`config.mk`:
```
export PLATFORM = sky130hd
export DESIGN_NAME = wave_ctl
export DESIGN_NICKNAME = d
export VERILOG_FILES = /design/src/rtl/wave_ctl.sv
export SDC_FILE = /design/constraint.sdc
export NUM_CORES = 1
export LEC_CHECK = 0
export BUFFER_PORTS_ARGS = -buffer_cell sky130_fd_sc_hd__buf_2
export CAP_MARGIN = 20
export CELL_PAD_IN_SITES_DETAIL_PLACEMENT = 0
export CELL_PAD_IN_SITES_GLOBAL_PLACEMENT = 1
export CORE_ASPECT_RATIO = 0.7
export CORE_MARGIN = 2
export CORE_UTILIZATION = 30
export CTS_CLUSTER_DIAMETER = 100
export CTS_CLUSTER_SIZE = 25
export DETAILED_ROUTE_END_ITERATION = 10
export PLACE_DENSITY_LB_ADDON = 0.1
export SYNTH_ARGS = -nofsm -noshare
export SYNTH_HDL_FRONTEND = slang
export SYNTH_SLANG_ARGS = --single-unit
```
`constraint.sdc`:
```
create_clock -name pclk -period 4.8 [get_ports pclk]
set_clock_uncertainty 0.1 [all_clocks]
set_input_delay 0.48 -clock pclk [delete_from_list [all_inputs] [get_ports pclk]]
set_output_delay 0.48 -clock pclk [all_outputs]
set_load 0.03 [all_outputs]
```
`src/rtl/wave_ctl.sv`:
```
// Game-flow controller: counts enemy kills, detects wave clearance, paces the
// inter-wave pause on frame ticks, advances the level and owns game-over/win.
module wave_ctl #(
    parameter int unsigned N            = 8,
    parameter int unsigned MAX_LEVEL    = 9,
    parameter int unsigned PAUSE_FRAMES = 120
) (
    input  logic         pclk,
    input  logic         rst,
    input  logic         vsync_in,
    input  logic         start,
    input  logic         player_dead,
    input  logic [N-1:0] lives,
    output logic [3:0]   level,
    output logic         respawn,
    output logic [9:0]   kills,
    output logic [2:0]   state_out,
    output logic         game_over,
    output logic         win
);

    localparam int unsigned LVL_W  = 4;
    localparam int unsigned KILL_W = 10;
    localparam int unsigned FRM_W  = 8;
    localparam int unsigned POP_W  = 5;

    localparam logic [2:0] ST_IDLE  = 3'd0;
    localparam logic [2:0] ST_SPAWN = 3'd1;
    localparam logic [2:0] ST_PLAY  = 3'd2;
    localparam logic [2:0] ST_PAUSE = 3'd3;
    localparam logic [2:0] ST_OVER  = 3'd4;
    localparam logic [2:0] ST_WIN   = 3'd5;

    localparam logic [KILL_W-1:0] KILLS_MAX = '1;

    logic [N-1:0]       lives_q, lives_qq;
    logic               vsync_q, vsync_qq;
    logic               start_q, dead_q;
    logic [2:0]         state_q, state_d;
    logic [LVL_W-1:0]   level_q, level_d;
    logic [KILL_W-1:0]  kills_q, kills_d;
    logic [FRM_W-1:0]   frame_q, frame_d;
    logic               armed_q, armed_d;
    logic               respawn_q, respawn_d;
    logic               game_over_q, game_over_d;
    logic               win_q, win_d;

    logic [N-1:0]       kill_vec;
    logic [POP_W-1:0]   kill_pop;
    logic [KILL_W:0]    kill_sum;
    logic               frame_tick;
    logic               wave_clr;

    // State and datapath registers
    always_ff @(posedge pclk or negedge rst) begin
        if (!rst) begin
            lives_q     <= '0;
            lives_qq    <= '0;
            vsync_q     <= 1'b0;
            vsync_qq    <= 1'b0;
            start_q     <= 1'b0;
            dead_q      <= 1'b0;
            state_q     <= ST_IDLE;
            level_q     <= LVL_W'(1);
            kills_q     <= '0;
            frame_q     <= '0;
            armed_q     <= 1'b0;
            respawn_q   <= 1'b0;
            game_over_q <= 1'b0;
            win_q       <= 1'b0;
        end else begin
            lives_q     <= lives;
            lives_qq    <= lives_q;
            vsync_q     <= vsync_in;
            vsync_qq    <= vsync_q;
            start_q     <= start;
            dead_q      <= player_dead;
            state_q     <= state_d;
            level_q     <= level_d;
            kills_q     <= kills_d;
            frame_q     <= frame_d;
            armed_q     <= armed_d;
            respawn_q   <= respawn_d;
            game_over_q <= game_over_d;
            win_q       <= win_d;
        end
    end

    // Next-state, counters and registered-output decode
    always_comb begin
        state_d  = state_q;
        level_d  = level_q;
        kills_d  = kills_q;
        frame_d  = frame_q;
        armed_d  = armed_q;

        kill_vec = lives_qq & ~lives_q;
        kill_pop = '0;
        for (int i = 0; i < int'(N); i++) begin
            kill_pop = kill_pop + POP_W'(kill_vec[i]);
        end
        kill_sum   = (KILL_W+1)'(kills_q) + (KILL_W+1)'(kill_pop);
        frame_tick = vsync_q & ~vsync_qq;
        // armed blocks a clear until the new wave has actually shown up
        wave_clr   = (state_q == ST_PLAY) && armed_q && (lives_q == '0);

        if (state_q == ST_PLAY) begin
            if (lives_q != '0) armed_d = 1'b1;
            kills_d = (kill_sum > (KILL_W+1)'(KILLS_MAX)) ? KILLS_MAX
                                                          : kill_sum[KILL_W-1:0];
        end

        case (state_q)
            ST_IDLE, ST_OVER, ST_WIN: begin
                if (start_q) begin
                    state_d = ST_SPAWN;
                    level_d = LVL_W'(1);
                    kills_d = '0;
                end
            end
            ST_SPAWN: state_d = ST_PLAY;
            ST_PLAY: begin
                if (dead_q) begin
                    state_d = ST_OVER;
                end else if (wave_clr) begin
                    state_d = ST_PAUSE;
                    frame_d = '0;
                end
            end
            ST_PAUSE: begin
                if (dead_q) begin
                    state_d = ST_OVER;
                end else if (frame_tick) begin
                    if (frame_q == FRM_W'(PAUSE_FRAMES - 1)) begin
                        if (level_q < LVL_W'(MAX_LEVEL)) begin
                            level_d = level_q + LVL_W'(1);
                            state_d = ST_SPAWN;
                        end else begin
                            state_d = ST_WIN;
                        end
                    end else begin
                        frame_d = frame_q + FRM_W'(1);
                    end
                end
            end
            default: state_d = ST_IDLE;
        endcase

        if (state_d == ST_SPAWN) armed_d = 1'b0;

        respawn_d   = (state_d == ST_SPAWN);
        game_over_d = (state_d == ST_OVER);
        win_d       = (state_d == ST_WIN);
    end

    assign level     = level_q;
    assign respawn   = respawn_q;
    assign kills     = kills_q;
    assign state_out = state_q;
    assign game_over = game_over_q;
    assign win       = win_q;

endmodule

```
==> run metrics, run 1 <==
Synth area leaders=dfrtp_1, ha_1, fa_1, nor2b_1, inv_1; register area=roughly 0.0012 sq mm; largest net degree at the start of global routing=50; Lkg Pwr=between 1 and 1.5 nW; Die Width=between 100 and 150 um; DRC violations left=0; crit path time final=roughly 4100 ps; CTS clk-pin slew, worst paths=approximately 70 ps; #FFs+latches synth=between 40 and 50; Slew Limit Fails=0; Setup WS post-layout=roughly 700 ps; commonest non-fill, non-tap cell in the layout=dfrtp_1; Clock Root Buffer=clkbuf_16; Hold Path Class=in -> async; footprint of the multi-input gates=between 0.001 and 0.0015 sq mm; setup TNS=0 ps; layout filler cell count=slightly below 800; Final setup viols=0; Routed WL per cell=~14 um; number of buffers created by CTS=5; Max Used Layer=met4; die area=~0.009 sq mm; Initial DRT Pass Iterations=4; 1st-iter DRT viols=just under 90; WP data required=between 4000 and 5000 ps; CP endpoint kind=flop; status=finished, final reports clean; WL final=just under 5000 um; Worst Tran Pin Value=between 700 and 800 ps; Detail Placement HPWL=around 3500 um; Syn Area/Cell=11.3 sq um; sequential cell area fraction in the yosys report=about half; Core Footprint=0.00784 sq mm; Cell Area, Synth=0.00242 sq mm; Die H=a little under 80 um; ys async rst share=100%; Fin. Hold Viols=0; Inst Count DP=about 350; Max Freq=about 240 MHz; routability cong.=0.706; Port Buffers=32; Power Dens Cells=roughly 510 mW/mm^2; Peak VDD IR=between 0.0002 and 0.00025 V; n_diodes=0; cell count after synthesis=~220; critical path launch point type=flop; aggregate global routing overflow=0; initial core utilization=between 30% and 40%; met2 WL post-DR=between 1500 and 2000 um; post-detailed-route count of antenna-violating nets=0; # IOs=33; vias=between 1,500 and 2,000; Crit path arrival time=around 4200 ps; first-pass GRT wire length=roughly 8600 um; Slew headroom=between 40% and 50%; clock sink count=just under 50; Setup WS pre-CTS=a little over 700 ps; Placed Instance Area=around 0.0027 sq mm; met3 WL=~280 um; Post-synth EDFFs=0; Post-CTS Hold Buffers=0; Worst-Skew Late Latency=a little under 300 ps; most frequent cells in the layout=dfrtp_1, buf_2, inv_1; Net Count, Synth=around 240; Post-CTS Repair Setup Buffers=0; flop2flop setup slack=700 ps; unrepaired setup endpoints after global routing=no; critical path type=reg -> reg; final non-filler cell total=353; post-route cell area=roughly 0.0028 sq mm; layout cells sized above 1=a little under a quarter; Yosys cell types=57; max_cap viols=0; leading area contributor after synthesis=dfrtp_1; Final #Nets=approximately 280; number of global-route vias before repair=between 1,500 and 2,000; met1 WL=about 2700 um; crit path max fanout=7; Synth top area share=between 40% and 50%; Area growth, synth to finish=17.2%; initial antenna violation count=0; Rows=27; Yosys Warn Count=0; CTS tree=yes; Total GRT Usage=around 13%; Max clock buf depth=2; vias per cell=between 4 and 5; period utilization=between 80% and 90%; commonest register cell after synthesis=dfrtp_1; CTS resizes=0; H-tree depth=2
## final timing paths
check,from,endpoint,depth (start not counted)
max,lives_q[0],kills[7],14
min,rst,kills[8],2
max reg2reg,lives_q[0],kills[7],14
min reg2reg,vsync_q,vsync_qq,0
max in group asynchronous,rst,dead_q,2
min in group pclk,lives[4],lives_q[4],1
## critical path, stage by stage, from the launching register on
cell	delay [ps]
dfrtp_1	430
nor2b_1	90
fa_1	510
inv_1	50
fa_1	520
inv_1	50
fa_1	570
fa_1	220
inv_1	60
fa_1	380
nor2b_1	150
o21ai_0	150
a21oi_2	290
nand3_2	230
a31oi_1	210
## layout make-up
cell class	instances	area share, %
clock buffers	6	4.54
clock inverters	2	0.528
well taps	101	4.45
flip-flops and latches	49	43.2
inverters	17	2.25
multi-input cells	144	38.9
repair buffers	34	6.16
## per-stage QoR
stage	hold slack [ps]	power (mW)	util (%)
floorplan	84.4	0.965	-
global placement	261	1.11	34.4
detailed placement	266	1.11	34.4
CTS	187	1.46	36.3
global route	178	1.55	36.3
finish	182	1.44	36.3
## kinds of logic (layout without fill, tap and decap cells)
group	Yosys count	in the layout	synth area share [%]
AND/OR/NAND/NOR	77	77	20.1
XOR/XNOR	2	2	0.723
flip-flops	49	49	50.6
AO/OA/AOI/OAI	47	47	14.0
buffers and inverters	22	59	3.82
adder cells (fa/ha/maj)	14	14	8.77
multiplexers	4	4	1.91
## power breakdown
| group | internal [mW] | total [mW] | switching [mW] |
|---|---|---|---|
| Sequential | 0.480 | 0.553 | 0.0735 |
| Combinational | 0.202 | 0.538 | 0.335 |
| Clock | 0.193 | 0.345 | 0.151 |
| Total | 0.876 | 1.44 | 0.560 |
## cells in the mapped netlist (2+ instances only)
cell type,n
mux2i_1,2
nand2_1,16
ha_1,9
nand3_1,6
fa_1,5
nand3_2,2
nand3b_1,2
o21ai_0,9
xnor2_1,2
o211ai_1,2
clkbuf_1,2
a211oi_1,2
nand2b_1,4
a21oi_1,9
buf_2,2
dfrtp_1,48
a31oi_1,5
inv_1,17
a211o_1,2
nand4_1,3
nor4_4,2
and2_1,3
a21boi_0,2
and3_1,3
nor2b_1,14
nor2_1,7
nor3_1,3
a21o_1,3
## flip-flops by register name (all words and copies together) (netlist names)
signal / flops
frame_q: 8
game_over: 1
level: 4
start_q: 1
vsync_qq: 1
respawn: 1
lives_qq: 8
armed_q: 1
state_out: 3
vsync_q: 1
win: 1
lives_q: 8
kills: 10
dead_q: 1
## metal layers
layer	up-vias	track usage, %
li1	830	-
met1	781	18.1
met2	41	17.2
met3	5	4.50
met4	0	4.44
met5	-	0
No activity file was read; power rests on OpenSTA's default activity.
==> inputs of run 2 (changes only) <==
ABC_AREA = 1   (was unset)
CORE_ASPECT_RATIO = 1.4   (was 0.7)
CORE_UTILIZATION = 27   (was 30)
==> run metrics, run 2 <==
vias per cell=roughly 4.2; Switching Power=about 600 uW; Clock Root Buffer=clkbuf_16; post-detailed-route count of antenna-violating nets=0; Max stage delay on crit path=~540 ps; die area=about 0.011 sq mm; initial core utilization=about 28%; Final #Nets=388; Hold Path Class=in -> reg; crit path from=lives_qq[0]; max_cap viols=0; Post-synth EDFFs=0; Worst Tran Pin Value=654 ps; routability cong.=roughly 0.78; layout filler cell count=roughly 1,000; final hold slack=about 190 ps; WP data required=approximately 5000 ps; commonest register cell after synthesis=dfrtp_1; Total GRT Usage=12.9%; critical path type=reg -> reg; CTS resizes=0; unrepaired setup endpoints after global routing=no; Port Buffers=32; Lkg Pwr=1.64 nW; Setup WS pre-CTS=approximately 880 ps; Largest register FFs=10; #FFs+latches synth=between 40 and 50; period utilization=approximately four fifths; DRC violations left=0; crit path time final=slightly below 4000 ps; Final setup viols=0; Crit path max-delay family=adder cells; Die H=between 100 and 150 um; Initial DRT Pass Iterations=4; Post-CTS Repair Setup Buffers=0; sw frac=between 40% and 50%; Rows=42; total stage count of the critical path=17; status=finished, final reports clean; Worst-Skew Late Latency=approximately 300 ps; ys async rst share=100%; largest net degree at the start of global routing=50; clock power share=approximately 27%; Post-CTS Hold Buffers=0; Fin. Hold Viols=0; crit path max-delay cell type=fa_1; Routed WL per cell=12.6 um; Max clock buf depth=2; CP Capture Point=kills[5]; initial antenna violation count=0; commonest non-fill, non-tap cell in the layout=nand2_1; Int Pwr=896 uW; sequential cell area fraction in the yosys report=46.1%; worst path cell trace=inv_1, nor2_1, fa_1, inv_1, fa_1, inv_1, fa_1, fa_1, inv_1, fa_1, nor2_1, nor2_1, nor2_1, nand3_1, nand3_1, nand2_1, inv_1; Die Width=about 88 um; flop2flop setup slack=900 ps; clock sink count=just under 50; Yosys cell types=32; Peak VDD IR=0.000190 V; Syn Area/Cell=8.24 sq um; Detail Placement HPWL=~4600 um; reg2reg end=kills[5]; Synth area leaders=dfrtp_1, nand2_1, inv_1, nand3_1, nor2_1; reg-to-reg critical path startpoint=lives_qq[0]; R2R cell count=17; most frequent cell after synthesis=nand2_1; sequential power share=around a third; 1st-iter DRT viols=51; post-route cell area=around 0.0032 sq mm; commonest cells in the netlist=nand2_1, dfrtp_1, inv_1; number of buffers created by CTS=5; Placed Instance Area=0.00298 sq mm; Yosys Warn Count=0; Net Count, Synth=350; most frequent cells in the layout=nand2_1, inv_1, dfrtp_1; Max Freq=257 MHz; Synth top area share=between 40% and 50%; H-tree depth=2; Cell Area, Synth=approximately 0.0027 sq mm; leading area contributor after synthesis=dfrtp_1; Comb power frac=roughly 38%; Core Footprint=about 0.0095 sq mm; Power Dens Cells=480 mW/mm^2; Slew headroom=about 56%; vias=~2,100; CTS clk-pin slew, worst paths=70 ps; # IOs=33; Setup WS post-layout=around 900 ps; critical path launch point type=flop; number of global-route vias before repair=between 2,000 and 2,500; CP endpoint kind=flop; n_diodes=0; crit path max fanout=7; cell count after synthesis=roughly 320; setup TNS=0 ps; first-pass GRT wire length=roughly 11,000 um; WL final=6240 um; CTS tree=yes; Buffers & Inverters on Critical Path=5; layout cells sized above 1=17.7%; Slew Limit Fails=0; Crit path arrival time=3990 ps; aggregate global routing overflow=0; Area growth, synth to finish=18.3%
[run 2: cell count changes after synthesis, moves of 4 or more]
cell / delta
nor2_1: +31
nor2b_1: -14
nand3_1: +25
o21ai_1: +4
nand2_1: +63
inv_1: +31
nand2b_1: -4
inv_2: +6
nand4_1: +6
[run 2: power groups by stage]
stage	logic [mW]	registers (mW)	clock network (mW)
after global placement	0.584	0.538	0
final	0.569	0.531	0.413
after CTS	0.588	0.532	0.433
after global routing	0.655	0.540	0.445
after detailed placement	0.586	0.539	0
after floorplan	0.354	0.612	0
[run 2: area by class of cell]
class,instances,area (sq um),area share (%)
sequential,49,1230,39.0
timing repair buffer,33,168,5.32
multi-input combinational,218,1220,38.6
tap,132,165,5.24
clock inverter,3,46.3,1.47
inverter,54,203,6.43
clock buffer,5,125,3.97
[run 2: how the worst min path moves through the flow]
stage                          start          end  slack, ps  cells past startpoint
after detailed placement     vsync_q     vsync_qq        260                      0
after CTS                   lives[7]   lives_q[7]        180                      1
final                       lives[7]   lives_q[7]        190                      1
after global routing        lives[6]   lives_q[6]        180                      1
after floorplan                  rst      armed_q         80                      0
after global placement    lives_q[7]  lives_qq[7]        260                      0
[run 2: cell families (layout without fill, tap and decap cells)]
logic type	count (synthesis)	after routing	synth area share [%]
compound gates	23	23	5.26
xor+xnor	3	3	0.987
fa+ha+maj	14	14	7.99
buf+inv	56	95	8.22
flops	49	49	46.1
simple gates	178	178	31.4
[run 2: routing by layer]
metal / track usage, % / part of all wire [%] / wire (um) / vias to the layer above
li1: - / - / - / 1090
met1: 15.3 / 44 / 2730 / 969
met2: 22.7 / 52 / 3220 / 29
met3: 2.52 / 2.4 / 147 / 9
met4: 5.10 / 2.2 / 138 / 0
met5: 0 / 0 / 0 / -
[run 2: stage by stage]
| step | power (mW) | instances | utilization, % |
|---|---|---|---|
| 2_1_floorplan | 0.966 | 323 | - |
| 3_3_place_gp | 1.12 | 486 | 31.3 |
| 3_5_place_dp | 1.13 | 486 | 31.3 |
| 4_1_cts | 1.55 | 494 | 33.1 |
| 5_1_grt | 1.64 | 494 | 33.1 |
| 6_report | 1.51 | 494 | 33.1 |
[run 2: worst register-to-register path: cells and delay by family (launching register included)]
kind / cells / cell delay, ps
adders and majority gates: 5 / 2220
and+or+nand+nor: 7 / 820
DFF: 1 / 370
buffers and inverters: 5 / 300
